[config.mk]
export PLATFORM = sky130hd
export DESIGN_NAME = afe_frame_sequencer
export DESIGN_NICKNAME = d
export VERILOG_FILES = /design/src/rtl/afe_seq_pkg.sv /design/src/rtl/afe_seq_timer.sv /design/src/rtl/afe_frame_sequencer.sv
export SDC_FILE = /design/constraint.sdc
export NUM_CORES = 1
export LEC_CHECK = 0
export ABC_AREA = 1
export BUFFER_PORTS_ARGS = -buffer_cell sky130_fd_sc_hd__buf_2
export CORE_AREA = 3 3 96 117
export CTS_CLUSTER_SIZE = 25
export DETAILED_ROUTE_END_ITERATION = 10
export DIE_AREA = 0 0 99 120
export GPL_TIMING_DRIVEN = 0
export PLACE_DENSITY_LB_ADDON = 0.05
export SYNTH_ARGS = -nofsm -noshare
export SYNTH_HDL_FRONTEND = slang
export SYNTH_HIERARCHICAL = 1
export SYNTH_SLANG_ARGS = --single-unit
[constraint.sdc]
create_clock -name CLK_100M -period 6.3 [get_ports CLK_100M]
set_input_delay 0.63 -clock CLK_100M [delete_from_list [all_inputs] [get_ports CLK_100M]]
set_output_delay 0.63 -clock CLK_100M [all_outputs]
set_load 0.01 [all_outputs]
[src/rtl/afe_seq_pkg.sv]
// -----------------------------------------------------------------------------
// afe_seq_pkg
// Shared definitions for the AFE frame sequencer:
//   - default widths for line count, inter-line gap and integration word
//   - default watchdog limit in CLK_100M cycles
//   - 3-bit FSM state encoding
//   - small helper used to size the shared gap/watchdog timer
// -----------------------------------------------------------------------------
package afe_seq_pkg;

  localparam int unsigned LINE_W_DEF      = 12;
  localparam int unsigned GAP_W_DEF       = 16;
  localparam int unsigned INTG_W_DEF      = 12;
  localparam int unsigned TIMEOUT_CYC_DEF = 4000;

  typedef logic [2:0] state_t;

  localparam state_t ST_IDLE  = 3'd0;
  localparam state_t ST_LOAD  = 3'd1;
  localparam state_t ST_START = 3'd2;
  localparam state_t ST_WAIT  = 3'd3;
  localparam state_t ST_GAP   = 3'd4;

  function automatic int unsigned max_u(input int unsigned a, input int unsigned b);
    return (a > b) ? a : b;
  endfunction

endpackage

[src/rtl/afe_seq_timer.sv]
// -----------------------------------------------------------------------------
// afe_seq_timer
// Loadable down-counter shared by the inter-line gap and the line watchdog.
// Load has priority over decrement; the count holds at zero.
// Ports:
//   CLK_100M  in   system clock
//   CLK_RST   in   asynchronous reset, active-high
//   load      in   load load_val this cycle
//   load_val  in   W-bit value to load
//   en        in   decrement by one (ignored while load is high or at zero)
//   zero      out  count is zero
// -----------------------------------------------------------------------------
module afe_seq_timer
  import afe_seq_pkg::*;
#(
  parameter int unsigned W = GAP_W_DEF
) (
  input  logic         CLK_100M,
  input  logic         CLK_RST,
  input  logic         load,
  input  logic [W-1:0] load_val,
  input  logic         en,
  output logic         zero
);

  logic [W-1:0] count_q;
  logic [W-1:0] count_d;

  // NOTE: assign a default before any branch so every path drives count_d and no latch is inferred.
  always_comb begin
    count_d = count_q;
    if (load) begin
      count_d = load_val;
    end else if (en && (count_q != '0)) begin
      count_d = count_q - W'(1);
    end
  end

  // NOTE: clocked state uses non-blocking assignments so all flops update together at the edge.
  always_ff @(posedge CLK_100M or posedge CLK_RST) begin
    if (CLK_RST) begin
      count_q <= '0;
    end else begin
      count_q <= count_d;
    end
  end

  assign zero = (count_q == '0);

endmodule

[src/rtl/afe_frame_sequencer.sv]
// -----------------------------------------------------------------------------
// afe_frame_sequencer
// Frame-level scheduler for the AFE line-timing engine. On an accepted trigger
// it latches the frame configuration, then for each of cfg_lines lines issues a
// one-cycle line_start, waits for line_done and idles for cfg_gap cycles.
//
// Build option:
//   AFE_SEQ_TIMEOUT_EN  when defined, a watchdog aborts the frame if line_done
//                       does not arrive within TIMEOUT_CYC cycles of line_start
//                       (err_timeout pulse). Otherwise err_timeout is tied 0.
//
// Ports:
//   CLK_100M     in   system clock, 100 MHz
//   CLK_RST      in   asynchronous reset, active-high
//   ADS_INIT_OK  in   ADC init complete; frames accepted only while high
//   frame_trig   in   frame request, sampled in IDLE
//   cfg_lines    in   lines per frame (0 rejects the trigger)
//   cfg_gap      in   idle cycles between line_done and next line_start
//   cfg_intg     in   integration word for the frame
//   line_start   out  one-cycle pulse starting an AFE line
//   line_done    in   one-cycle pulse from the line engine
//   line_intg    out  integration word latched at frame load
//   row_idx      out  index of current line
//   frame_busy   out  high while a frame is in progress
//   frame_done   out  one-cycle pulse after the last line_done
//   err_timeout  out  one-cycle pulse on watchdog abort
// -----------------------------------------------------------------------------
module afe_frame_sequencer
  import afe_seq_pkg::*;
#(
  parameter int unsigned LINE_W      = LINE_W_DEF,
  parameter int unsigned GAP_W       = GAP_W_DEF,
  parameter int unsigned INTG_W      = INTG_W_DEF,
  parameter int unsigned TIMEOUT_CYC = TIMEOUT_CYC_DEF
) (
  input  logic              CLK_100M,
  input  logic              CLK_RST,
  input  logic              ADS_INIT_OK,
  input  logic              frame_trig,
  input  logic [LINE_W-1:0] cfg_lines,
  input  logic [GAP_W-1:0]  cfg_gap,
  input  logic [INTG_W-1:0] cfg_intg,
  output logic              line_start,
  input  logic              line_done,
  output logic [INTG_W-1:0] line_intg,
  output logic [LINE_W-1:0] row_idx,
  output logic              frame_busy,
  output logic              frame_done,
  output logic              err_timeout
);

  // One timer serves both the gap and the watchdog, so it must hold either.
  localparam int unsigned TMR_W = max_u(GAP_W, $clog2(TIMEOUT_CYC));

  state_t            state_q, state_d;
  logic [LINE_W-1:0] lines_q, lines_d;
  logic [LINE_W-1:0] row_q,   row_d;
  logic [GAP_W-1:0]  gap_q,   gap_d;
  logic [INTG_W-1:0] intg_q,  intg_d;
  logic              busy_q,  busy_d;
  logic              done_q,  done_d;

  logic              tmr_load;
  logic              tmr_en;
  logic [TMR_W-1:0]  tmr_val;
  logic              tmr_zero;

  logic              last_line;
  logic              gap_zero;
  logic              wd_expire;

  // Comparing against lines_q-1 stops row_q before it could wrap.
  assign last_line = (row_q == (lines_q - LINE_W'(1)));
  assign gap_zero  = (gap_q == '0);

`ifdef AFE_SEQ_TIMEOUT_EN
  logic err_q, err_d;

  // A line_done arriving in the expiry cycle wins over the abort.
  assign wd_expire = (state_q == ST_WAIT) && !line_done && tmr_zero;
`else
  assign wd_expire = 1'b0;
`endif

  // ---------------------------------------------------------------------------
  // Shared timer
  // ---------------------------------------------------------------------------
  afe_seq_timer #(
    .W (TMR_W)
  ) u_timer (
    .CLK_100M (CLK_100M),
    .CLK_RST  (CLK_RST),
    .load     (tmr_load),
    .load_val (tmr_val),
    .en       (tmr_en),
    .zero     (tmr_zero)
  );

  always_comb begin
    tmr_load = 1'b0;
    tmr_en   = 1'b0;
    // Loading gap-1 and leaving GAP on zero gives exactly gap_q GAP cycles.
    tmr_val  = TMR_W'(gap_q - GAP_W'(1));
    if ((state_q == ST_WAIT) && line_done && !last_line && ADS_INIT_OK && !gap_zero) begin
      tmr_load = 1'b1;
    end
    if (state_q == ST_GAP) begin
      tmr_en = 1'b1;
    end
`ifdef AFE_SEQ_TIMEOUT_EN
    // Loaded in START; reaching zero after TIMEOUT_CYC-1 WAIT cycles makes the
    // registered err_timeout land TIMEOUT_CYC cycles after line_start.
    if (state_q == ST_START) begin
      tmr_load = 1'b1;
      tmr_val  = TMR_W'(TIMEOUT_CYC - 2);
    end
    if (state_q == ST_WAIT) begin
      tmr_en = 1'b1;
    end
`endif
  end

  // ---------------------------------------------------------------------------
  // FSM: state register
  // ---------------------------------------------------------------------------
  always_ff @(posedge CLK_100M or posedge CLK_RST) begin
    if (CLK_RST) begin
      state_q <= ST_IDLE;
    end else begin
      state_q <= state_d;
    end
  end

  // ---------------------------------------------------------------------------
  // FSM: next state
  // ---------------------------------------------------------------------------
  always_comb begin
    state_d = state_q;
    case (state_q)
      ST_IDLE: begin
        if (ADS_INIT_OK && frame_trig && (cfg_lines != '0)) begin
          state_d = ST_LOAD;
        end
      end
      ST_LOAD:  state_d = ST_START;
      // A line_done coinciding with START is deliberately not looked at.
      ST_START: state_d = ST_WAIT;
      ST_WAIT: begin
        if (line_done) begin
          // Losing ADC init lets the current line finish, then stops the frame.
          if (last_line || !ADS_INIT_OK) begin
            state_d = ST_IDLE;
          end else if (gap_zero) begin
            state_d = ST_START;
          end else begin
            state_d = ST_GAP;
          end
        end else if (wd_expire) begin
          state_d = ST_IDLE;
        end
      end
      ST_GAP: begin
        if (!ADS_INIT_OK) begin
          state_d = ST_IDLE;
        end else if (tmr_zero) begin
          state_d = ST_START;
        end
      end
      default: state_d = ST_IDLE;
    endcase
  end

  // ---------------------------------------------------------------------------
  // Frame configuration latches, row counter and status flags
  // ---------------------------------------------------------------------------
  always_comb begin
    lines_d = lines_q;
    gap_d   = gap_q;
    intg_d  = intg_q;
    row_d   = row_q;
    busy_d  = busy_q;
    done_d  = 1'b0;
    case (state_q)
      ST_LOAD: begin
        lines_d = cfg_lines;
        gap_d   = cfg_gap;
        intg_d  = cfg_intg;
        row_d   = '0;
        busy_d  = 1'b1;
      end
      ST_WAIT: begin
        if (line_done) begin
          if (last_line) begin
            busy_d = 1'b0;
            // An init loss during the last line still suppresses frame_done.
            done_d = ADS_INIT_OK;
          end else if (!ADS_INIT_OK) begin
            busy_d = 1'b0;
          end else begin
            row_d = row_q + LINE_W'(1);
          end
        end else if (wd_expire) begin
          busy_d = 1'b0;
        end
      end
      ST_GAP: begin
        if (!ADS_INIT_OK) begin
          busy_d = 1'b0;
        end
      end
      default: ;
    endcase
  end

  always_ff @(posedge CLK_100M or posedge CLK_RST) begin
    if (CLK_RST) begin
      lines_q <= '0;
      gap_q   <= '0;
      intg_q  <= '0;
      row_q   <= '0;
      busy_q  <= 1'b0;
      done_q  <= 1'b0;
    end else begin
      lines_q <= lines_d;
      gap_q   <= gap_d;
      intg_q  <= intg_d;
      row_q   <= row_d;
      busy_q  <= busy_d;
      done_q  <= done_d;
    end
  end

`ifdef AFE_SEQ_TIMEOUT_EN
  assign err_d = wd_expire;

  always_ff @(posedge CLK_100M or posedge CLK_RST) begin
    if (CLK_RST) begin
      err_q <= 1'b0;
    end else begin
      err_q <= err_d;
    end
  end
`endif

  // ---------------------------------------------------------------------------
  // FSM: outputs
  // ---------------------------------------------------------------------------
  always_comb begin
    line_start  = (state_q == ST_START);
    line_intg   = intg_q;
    row_idx     = row_q;
    frame_busy  = busy_q;
    frame_done  = done_q;
`ifdef AFE_SEQ_TIMEOUT_EN
    err_timeout = err_q;
`else
    err_timeout = 1'b0;
`endif
  end

endmodule
==> results of run 1 <==
## final cells by class
class	count	area [sq um]	share of cell area
multi-input cells	459	2380	0.439
flip-flops and latches	73	1830	0.337
repair buffers	72	375	0.0692
inverters	73	274	0.0505
clock buffers	12	256	0.0473
well taps	129	161	0.0298
plain buffers	13	75.1	0.0138
clock inverters	4	73.8	0.0136
## cell families (layout without fill, tap and decap cells)
kind of cell               Yosys count  after routing  share of synthesized area
muxes                               17             17                     0.0420
AOI/OAI and AO/OA                   51             51                     0.0637
xor gates and xnor gates            32             32                     0.0615
DFF                                 73             73                      0.401
adders and majority gates            4              4                     0.0110
other                                1              1                   0.000823
and+or+nand+nor                    354            354                      0.343
buffers and inverters               86            174                     0.0766
## registers in the layout, summed over array words and instances (netlist names)
| signal | count |
|---|---|
| state_q | 3 |
| gap_q | 16 |
| frame_done | 1 |
| u_timer/count_q | 16 |
| line_intg | 12 |
| frame_busy | 1 |
| lines_q | 12 |
| row_idx | 12 |
## critical path: stages (launching register included)
cell,delay (ns)
dfrtp_1,0.42
inv_2,0.13
ha_1,0.21
nand2_2,0.10
nor2_1,0.19
nand2_1,0.11
nand2_1,0.07
nand3_1,0.06
nand2_1,0.15
nor2_2,0.06
nand3_2,0.10
nand2_4,0.10
nor2_1,0.12
clkbuf_2,0.21
clkinv_1,0.29
nand3_1,0.30
inv_2,0.14
nand2_1,0.09
nand3_1,0.07
## metrics by stage
| stage | std cells | power (W) | util | hold WS (ns) |
|---|---|---|---|---|
| floorplan | 618 | 0.00157 | - | 0.474 |
| global placement | 818 | 0.00182 | 0.492 | 0.482 |
| detailed placement | 819 | 0.00185 | 0.494 | 0.488 |
| CTS | 835 | 0.00242 | 0.526 | 0.292 |
| global route | 835 | 0.00261 | 0.526 | 0.318 |
| finish | 835 | 0.00240 | 0.526 | 0.289 |
## power by group
part / switching [W] / internal (W) / total, W
registers: 0.000170 / 0.000660 / 0.000830
logic: 0.000610 / 0.000392 / 0.00100
clock network: 0.000200 / 0.000369 / 0.000569
total: 0.000979 / 0.00142 / 0.00240
## cells in the mapped netlist, types with 2 or more instances
library cell	count	area (sq um)
o21bai_1	2	15.0
nor3_1	9	45.0
nor2_2	7	43.8
or2_2	4	25.0
ha_1	4	50.1
inv_1	68	255
nand2_2	5	31.3
o21ai_2	7	61.3
xor2_1	27	236
inv_2	4	15.0
nor2_4	3	33.8
nand2_1	154	578
a21oi_1	26	130
or2_1	2	12.5
nor4_1	6	37.5
nor2_1	93	349
mux2_2	17	191
nand3_1	55	275
nand4_1	7	43.8
clkbuf_1	6	22.5
nand2_4	5	56.3
xnor2_1	5	43.8
o21ai_0	14	70.1
dfrtp_1	73	1830
buf_6	2	22.5
## worst max-delay path by stage
stage | start | endpoint | slack, ns | depth (start not counted)
final | lines_q[0] | u_timer/count_q[3] | 3.25 | 18
after global routing | lines_q[0] | u_timer/count_q[14] | 2.87 | 18
after CTS | lines_q[0] | u_timer/count_q[3] | 3.20 | 18
after detailed placement | lines_q[0] | u_timer/count_q[3] | 3.24 | 18
after global placement | lines_q[0] | u_timer/count_q[15] | 3.27 | 18
after floorplan | lines_q[0] | u_timer/count_q[9] | 3.88 | 17
## routing by layer
layer | track usage | vias to the layer above
met3 | 0.0302 | 20
met1 | 0.234 | 1897
met2 | 0.382 | 64
met5 | 0 | -
met4 | 0.108 | 0
li1 | - | 2118
==> flow_metrics.env, run 1 <==
export IMPL_status="finished clean"
export IMPL_post_cts_buffers=0
export IMPL_cts_tree="yes"
export IMPL_wl_met3_microns=323
export IMPL_die_h_microns=120
export IMPL_grt_overflow_total=0
export IMPL_synth_edf_count=0
export IMPL_final_area_sq_um=5420
export IMPL_clockBufferDepth=2
export IMPL_finalHoldViolCount=0
export IMPL_finalCritPeriodShare=0.484
export IMPL_gp_congestion=0.864
export IMPL_layout_commonest_cell="nand2_1"
export IMPL_postSynthAreaPerCell_sq_um=7.37
export IMPL_path_class="register to register"
export IMPL_io_buffers=71
export IMPL_yosys_warnings=6
export IMPL_core_sq_um=10300
export IMPL_ctsResizeCount=0
export IMPL_antenna_found_initial=0
export IMPL_relSlewSlack=0.559
export IMPL_syn_to_final_growth_pct=19.0
export IMPL_drt_met1_wl_microns=4870
export IMPL_p_per_area_nw_per_um2=443
export IMPL_post_dp_cell_area_sq_um=5090
export IMPL_finClkSkew_ns=0.00492
export IMPL_r2r_end="u_timer/count_q[3]"
export IMPL_hpwlAfterDp_microns=9220
export IMPL_crit_path_max_fanout=10
export IMPL_first_pass_iters=4
export IMPL_rsz0062_at_grt="false"
export IMPL_vias=4099
export IMPL_async_flop_share=1.00
export IMPL_drt_iter0_markers=126
export IMPL_start_kind="register"
export IMPL_routed_wl_microns=11700
export IMPL_grt_pass1_vias=4247
export IMPL_netlist_instances=618
export IMPL_route_met2_wl_microns=6180
export IMPL_setup_viol=0
export IMPL_grt_total_usage=0.210
export IMPL_worstMarginPinSlew_ns=0.660
export IMPL_cts_htree_levels=3
export IMPL_drc=0
export IMPL_die_w_microns=99
export IMPL_drive_gt1_frac=0.207
export IMPL_cp_arrival_ns=3.27
export IMPL_vias_per_cell=4.91
export IMPL_holdBufCountCts=0
export IMPL_hold_path_class="input port to asynchronous set/reset pin"
export IMPL_slew_viol_final=0
export IMPL_dr_max_layer_used="met4"
export IMPL_cts_sinks=73
export IMPL_drv_cap=0
export IMPL_path_clk_slew_ns=0.06
export IMPL_synth_area_sq_um=4550
export IMPL_seq_area_frac_synth=0.401
export IMPL_start_util=0.442
export IMPL_p_leak_nw=2.71
export IMPL_rrSetupSlack_ns=3.25
export IMPL_ys_flop_type="dfrtp_1"
export IMPL_post_route_min_period_ns=3.05
export IMPL_root_buffer="clkbuf_16"
export IMPL_ys_types=38
export IMPL_io_pins=73
export IMPL_diodes=0
export IMPL_cts_buffers=9
export IMPL_ant_nets=0
export IMPL_r2r_start="lines_q[0]"
export IMPL_final_cell_mix="nand2_1, nor2_1, dfrtp_1, buf_2, inv_1"
export IMPL_grt_max_degree=42
export IMPL_fill_cells=1030
export IMPL_place_ws_ns=3.24
export IMPL_rows=41
export IMPL_finalSetupTns_ns=0
export IMPL_endpoint_kind="register"
export IMPL_nNetsFinal=750
export IMPL_ys_ff_latch=73
export IMPL_vdd_drop_max_uv=167
export IMPL_crit_required_ns=6.52
export IMPL_syn_nets=667
export IMPL_fmax_mhz=328
export IMPL_dieArea_sq_um=11900
export IMPL_clk_insertion_delay_late_ns=0.34
export IMPL_r2r_cells=18
export IMPL_grt_pass1_wl_microns=19700
export IMPL_wire_per_inst_microns=14.0
export IMPL_finalWorstSetupSlack_ns=3.25
(Power assumes the default switching activity.)
==> run 2, diff against run 1 <==
==> constraint.sdc (replaced) <==
create_clock -name CLK_100M -period 2.6 [get_ports CLK_100M]
set_input_delay 0.26 -clock CLK_100M [delete_from_list [all_inputs] [get_ports CLK_100M]]
set_output_delay 0.26 -clock CLK_100M [all_outputs]
set_load 0.01 [all_outputs]
==> run 2 against run 1 <==
- wire length up 0.83%
- count of clock-buffer cells in the layout unchanged
- clock power up 140%
- sequential share of layout area down 0.84 points
- first-iteration DRC count up 4.8%
- worst hold slack worse by 0.14 ns
- non-clock buffer count up 7
- setup slack worse by 3.1 ns
- critical path depth down 3
- via count up 1.4%
- highest routed layer unchanged
==> flow_metrics.env, run 2 (synthesis results as in run 1) <==
export IMPL_status="finished clean"
export IMPL_finalWorstSetupSlack_ns=0.149
export IMPL_nNetsFinal=757
export IMPL_core_sq_um=10300
export IMPL_cts_buffers=9
export IMPL_io_buffers=71
export IMPL_internal_power_w=0.00351
export IMPL_slowest_delay_ns=0.39
export IMPL_holdPathEnd="line_intg[11]"
export IMPL_clockBufferDepth=2
export IMPL_crit_required_ns=2.87
export IMPL_drt_iter0_markers=132
export IMPL_vdd_drop_max_uv=415
export IMPL_wire_per_inst_microns=14.0
export IMPL_cts_tree="yes"
export IMPL_diodes=0
export IMPL_clk_insertion_delay_late_ns=0.34
export IMPL_layout_commonest_cell="nand2_1"
export IMPL_final_cell_mix="nand2_1, nor2_1, buf_2, dfrtp_1, inv_1"
export IMPL_die_h_microns=120
export IMPL_swShare=0.409
export IMPL_vias_per_cell=4.94
export IMPL_cp_arrival_ns=2.72
export IMPL_p_leak_nw=2.74
export IMPL_finalSetupTns_ns=0
export IMPL_grt_pass1_vias=4261
export IMPL_comb_power_share=0.427
export IMPL_path_cells="inv_2 > ha_2 > xor2_1 > nand3_1 > nor2_1 > nand2_1 > nor2_2 > nand3_2 > nand2_4 > nor2_1 > clkbuf_8 > inv_8 > nand3_4 > or2_2 > nand3_1"
export IMPL_antenna_found_initial=0
export IMPL_route_met2_wl_microns=6220
export IMPL_rsz0062_at_grt="false"
export IMPL_post_route_min_period_ns=2.45
export IMPL_r2r_cells=15
export IMPL_wl_met3_microns=401
export IMPL_place_ws_ns=-0.458
export IMPL_ant_nets=0
export IMPL_start_kind="register"
export IMPL_r2r_start="lines_q[0]"
export IMPL_start_util=0.442
export IMPL_routed_wl_microns=11800
export IMPL_drv_cap=0
export IMPL_die_w_microns=99
export IMPL_drc=0
export IMPL_io_pins=73
export IMPL_critPathBufInv=3
export IMPL_hpwlAfterDp_microns=9220
export IMPL_grt_total_usage=0.211
export IMPL_cts_sinks=73
export IMPL_dieArea_sq_um=11900
export IMPL_grt_pass1_wl_microns=19800
export IMPL_slew_viol_final=0
export IMPL_first_pass_iters=4
export IMPL_worstMarginPinSlew_ns=0.659
export IMPL_rrSetupSlack_ns=0.15
export IMPL_dr_max_layer_used="met4"
export IMPL_reg_top3="gap_q: 16 flops, u_timer/count_q: 16 flops"
export IMPL_crit_path_max_fanout=10
export IMPL_relSlewSlack=0.560
export IMPL_cts_htree_levels=3
export IMPL_vias=4157
export IMPL_grt_max_degree=42
export IMPL_rows=41
export IMPL_switchingPower_w=0.00243
export IMPL_p_per_area_nw_per_um2=1070
export IMPL_whs_path_depth=2
export IMPL_hold_path_class="input port to register"
export IMPL_drt_met1_wl_microns=4820
export IMPL_setup_viol=0
export IMPL_critical_path_top_delay_family="simple AND/OR/NAND/NOR gates"
export IMPL_path_class="register to register"
export IMPL_worstHoldStart="cfg_intg[11]"
export IMPL_r2r_end="u_timer/count_q[2]"
export IMPL_syn_to_final_growth_pct=22.1
export IMPL_endpoint_kind="register"
export IMPL_root_buffer="clkbuf_16"
export IMPL_fmax_mhz=408
export IMPL_gp_congestion=0.864
export IMPL_finClkSkew_ns=0.00649
export IMPL_grt_overflow_total=0
export IMPL_seqPwrFrac=0.340
export IMPL_finalHoldViolCount=0
export IMPL_path_clk_slew_ns=0.06
export IMPL_worst_path_max_delay_cell="dfrtp_1"
export IMPL_clkPwrFrac=0.233
export IMPL_drive_gt1_frac=0.234
export IMPL_finalCritPeriodShare=0.943
## run 2: cell types whose count changed in the layout (fill, tap and decap cells not counted), moves of 2 or more
| cell | delta |
|---|---|
| nand3_1 | -2 |
| buf_4 | +6 |
| inv_1 | -3 |
| nand2_1 | -2 |
| inv_2 | +2 |
| ha_1 | -2 |
| nand2_2 | +2 |
| nor2_1 | -3 |
| nor2_4 | +2 |
## run 2: power by group through the flow
stage	Combinational [W]	Clock, W	Sequential (W)
after global routing	0.00288	0.00146	0.00209
final	0.00253	0.00138	0.00202
after floorplan	0.00180	0	0.00199
after CTS	0.00248	0.00141	0.00201
after global placement	0.00240	0	0.00201
after detailed placement	0.00245	0	0.00203
## run 2: final cells by class
type                       count  area, sq um
buffer                        13         80.1
clock buffer                  12          256
clock inverter                 4         73.8
fill                        1004         4750
inverter                      73          284
multi-input combinational    459         2450
sequential                    73         1830
tap                          129          161
timing repair buffer          79          430
## run 2: routing by layer
layer	up-vias	track usage
met5	-	0
met4	0	0.108
met3	21	0.0302
met2	71	0.383
met1	1929	0.236
li1	2136	-
## run 2: metrics by stage
step / area (sq um) / total power [W] / util / hold WS (ns) / cells
final: 5560 / 0.00594 / 0.539 / 0.145 / 842
after global routing: 5560 / 0.00643 / 0.539 / 0.148 / 842
after CTS: 5470 / 0.00590 / 0.531 / 0.143 / 837
after detailed placement: 5090 / 0.00447 / 0.494 / 0.281 / 819
after global placement: 5070 / 0.00440 / 0.492 / 0.404 / 818
after floorplan: 4550 / 0.00379 / - / 0.174 / 618
## run 2: worst max path at each step
stage / startpoint / to / cells after the start
floorplan: lines_q[0] / u_timer/count_q[9] / 17
global placement: lines_q[0] / u_timer/count_q[15] / 18
detailed placement: lines_q[0] / u_timer/count_q[3] / 18
CTS: lines_q[1] / u_timer/count_q[3] / 19
global route: lines_q[0] / u_timer/count_q[2] / 17
finish: lines_q[0] / u_timer/count_q[2] / 15
## run 2: repair_timing
item / 4_1_cts / 5_1_grt
hold buffers: 1 / 0
endpoints found under the setup margin: 16 / 16
buffers inserted: 1 / 5
gates resized for setup: 10 / 17
endpoints found under the hold margin: 16 / 0
pin swaps: 0 / 2
## run 2: worst reg2reg max path, cell delays in order, from the launching register on
cell      delay (ns)
dfrtp_1         0.39
inv_2           0.05
ha_2            0.31
xor2_1          0.14
nand3_1         0.10
nor2_1          0.13
nand2_1         0.12
nor2_2          0.11
nand3_2         0.10
nand2_4         0.15
nor2_1          0.07
clkbuf_8        0.16
inv_8           0.09
nand3_4         0.11
or2_2           0.29
nand3_1         0.06
==> run 3, diff against run 2 <==
--- a/config.mk
+++ b/config.mk
@@ -7,10 +7,10 @@
 export LEC_CHECK = 0
 export ABC_AREA = 1
 export BUFFER_PORTS_ARGS = -buffer_cell sky130_fd_sc_hd__buf_2
-export CORE_AREA = 3 3 96 117
+export CORE_AREA = 3 3 92 111
 export CTS_CLUSTER_SIZE = 25
 export DETAILED_ROUTE_END_ITERATION = 10
-export DIE_AREA = 0 0 99 120
+export DIE_AREA = 0 0 95 114
 export GPL_TIMING_DRIVEN = 0
 export PLACE_DENSITY_LB_ADDON = 0.05
 export SYNTH_ARGS = -nofsm -noshare
==> run 3 against run 2 <==
- setup slack improved by 0.049 ns
- clock power shrank 32%
- sequential cell count unchanged
- critical path type unchanged
- largest cell class unchanged
- highest routed layer unchanged
==> flow_metrics.env, run 3 (synthesis results as in run 1) <==
export IMPL_status="finished clean"
export IMPL_internal_power_w=0.00312
export IMPL_cts_sinks=73
export IMPL_cts_tree="yes"
export IMPL_finClkSkew_ns=0.0125
export IMPL_final_area_sq_um=5470
export IMPL_endpoint_kind="register"
export IMPL_vias_per_cell=5.00
export IMPL_clk_insertion_delay_late_ns=0.36
export IMPL_seqCellArea_sq_um=1830
export IMPL_wire_per_inst_microns=13.8
export IMPL_critical_path_top_delay_family="simple AND/OR/NAND/NOR gates"
export IMPL_diodes=0
export IMPL_fill_cells=891
export IMPL_routed_wl_microns=11600
export IMPL_place_ws_ns=-0.438
export IMPL_post_route_min_period_ns=2.40
export IMPL_post_dp_cell_area_sq_um=5080
export IMPL_syn_to_final_growth_pct=20.0
export IMPL_p_per_area_nw_per_um2=1010
export IMPL_cts_htree_levels=3
export IMPL_drc=0
export IMPL_crit_path_max_fanout=10
export IMPL_antenna_found_initial=0
export IMPL_worstMarginPinSlew_ns=0.645
export IMPL_fmax_mhz=416
export IMPL_whs_path_depth=2
export IMPL_p_leak_nw=2.70
export IMPL_die_h_microns=114
export IMPL_seqPwrFrac=0.366
export IMPL_finalWorstSetupSlack_ns=0.199
export IMPL_r2r_start="gap_q[1]"
export IMPL_die_w_microns=95
export IMPL_holdPathEnd="gap_q[4]"
export IMPL_worst_path_max_delay_cell="dfrtp_1"
export IMPL_path_clk_slew_ns=0.08
export IMPL_io_pins=73
export IMPL_grt_total_usage=0.227
export IMPL_start_util=0.496
export IMPL_r2r_end="u_timer/count_q[2]"
export IMPL_io_buffers=71
export IMPL_r2r_cells=16
export IMPL_finalHoldViolCount=0
export IMPL_core_sq_um=9180
export IMPL_drive_gt1_frac=0.237
export IMPL_vdd_drop_max_uv=491
export IMPL_rrSetupSlack_ns=0.20
export IMPL_comb_power_share=0.463
export IMPL_hold_path_class="input port to register"
export IMPL_rows=38
export IMPL_finalCritPeriodShare=0.924
export IMPL_clkPwrFrac=0.171
export IMPL_vias=4171
export IMPL_relSlewSlack=0.570
export IMPL_dieArea_sq_um=10800
export IMPL_grt_overflow_total=0
export IMPL_worstHoldStart="cfg_gap[4]"
export IMPL_root_buffer="clkbuf_8"
export IMPL_grt_pass1_vias=4177
export IMPL_cts_buffers=9
export IMPL_hpwlAfterDp_microns=9140
export IMPL_start_kind="register"
export IMPL_grt_max_degree=38
export IMPL_slowest_delay_ns=0.39
export IMPL_nNetsFinal=758
export IMPL_multi_input_area_sq_um=2470
export IMPL_drt_iter0_markers=91
export IMPL_drv_cap=0
export IMPL_path_cells="inv_2 > ha_4 > nand2_2 > inv_2 > nand4_1 > nor3_2 > nand3_2 > nor2_1 > nand2_1 > nor2_4 > nor2_4 > buf_8 > clkinv_8 > nand3_4 > or2_2 > nand3_1"
export IMPL_gp_congestion=0.886
export IMPL_swShare=0.433
export IMPL_first_pass_iters=4
export IMPL_critPathBufInv=4
export IMPL_slew_viol_final=0
export IMPL_layout_commonest_cell="nand2_1"
export IMPL_reg_top3="gap_q: 16 flops, u_timer/count_q: 16 flops"
export IMPL_ant_nets=0
export IMPL_setup_viol=0
export IMPL_switchingPower_w=0.00238
export IMPL_crit_required_ns=2.90
export IMPL_grt_pass1_wl_microns=19000
export IMPL_cp_arrival_ns=2.70
export IMPL_clockBufferDepth=2
export IMPL_final_cell_mix="nand2_1, nor2_1, buf_2, dfrtp_1, inv_1"
export IMPL_path_class="register to register"
run 3: layout make-up:
cell class,instances,share of cell area
buffer,13,0.0156
clock buffer,12,0.0284
clock inverter,4,0.00939
inverter,73,0.0529
multi-input combinational,459,0.452
sequential,73,0.334
tap,120,0.0275
timing repair buffer,80,0.0801
run 3: routing by layer:
| metal | GRT usage | vias up | routed length, microns |
|---|---|---|---|
| li1 | - | 2138 | - |
| met1 | 0.252 | 1931 | 4620 |
| met2 | 0.409 | 70 | 6140 |
| met3 | 0.0284 | 32 | 257 |
| met4 | 0.130 | 0 | 530 |
| met5 | 0 | - | 0 |
run 3: power by group through the flow:
stage	registers, W	clock network, W	logic (W)
6_report	0.00202	0.000942	0.00255
5_1_grt	0.00209	0.00101	0.00288
4_1_cts	0.00200	0.000963	0.00247
3_5_place_dp	0.00202	0	0.00244
3_3_place_gp	0.00200	0	0.00238
2_1_floorplan	0.00199	0	0.00180
run 3: stage by stage:
step | std cells | power, W | hold WS [ns] | util | TNS, ns
after floorplan | 618 | 0.00379 | 0.174 | - | 0
after CTS | 828 | 0.00544 | 0.122 | 0.582 | 0
after detailed placement | 810 | 0.00446 | 0.323 | 0.554 | -5.67
after global routing | 834 | 0.00599 | 0.125 | 0.596 | -0.140
final | 834 | 0.00551 | 0.137 | 0.596 | 0
after global placement | 809 | 0.00439 | 0.398 | 0.551 | -5.59
run 3: how the worst max path moves through the flow:
stage                     from             endpoint  slack (ns)  cells after the start
floorplan           lines_q[0]   u_timer/count_q[9]        0.18                     17
global placement    lines_q[0]  u_timer/count_q[14]       -0.42                     18
detailed placement  lines_q[0]  u_timer/count_q[14]       -0.44                     18
CTS                 lines_q[1]  u_timer/count_q[14]        0.02                     19
global route          gap_q[1]   u_timer/count_q[2]       -0.05                     16
finish                gap_q[1]   u_timer/count_q[2]        0.20                     16
run 3: what timing repair did:
action	in CTS	in global routing
buffers inserted	1	6
pin swaps	0	6
setup endpoints to repair	16	16
hold endpoints to repair	20	0
gates resized for setup	10	24
hold buffers	1	0
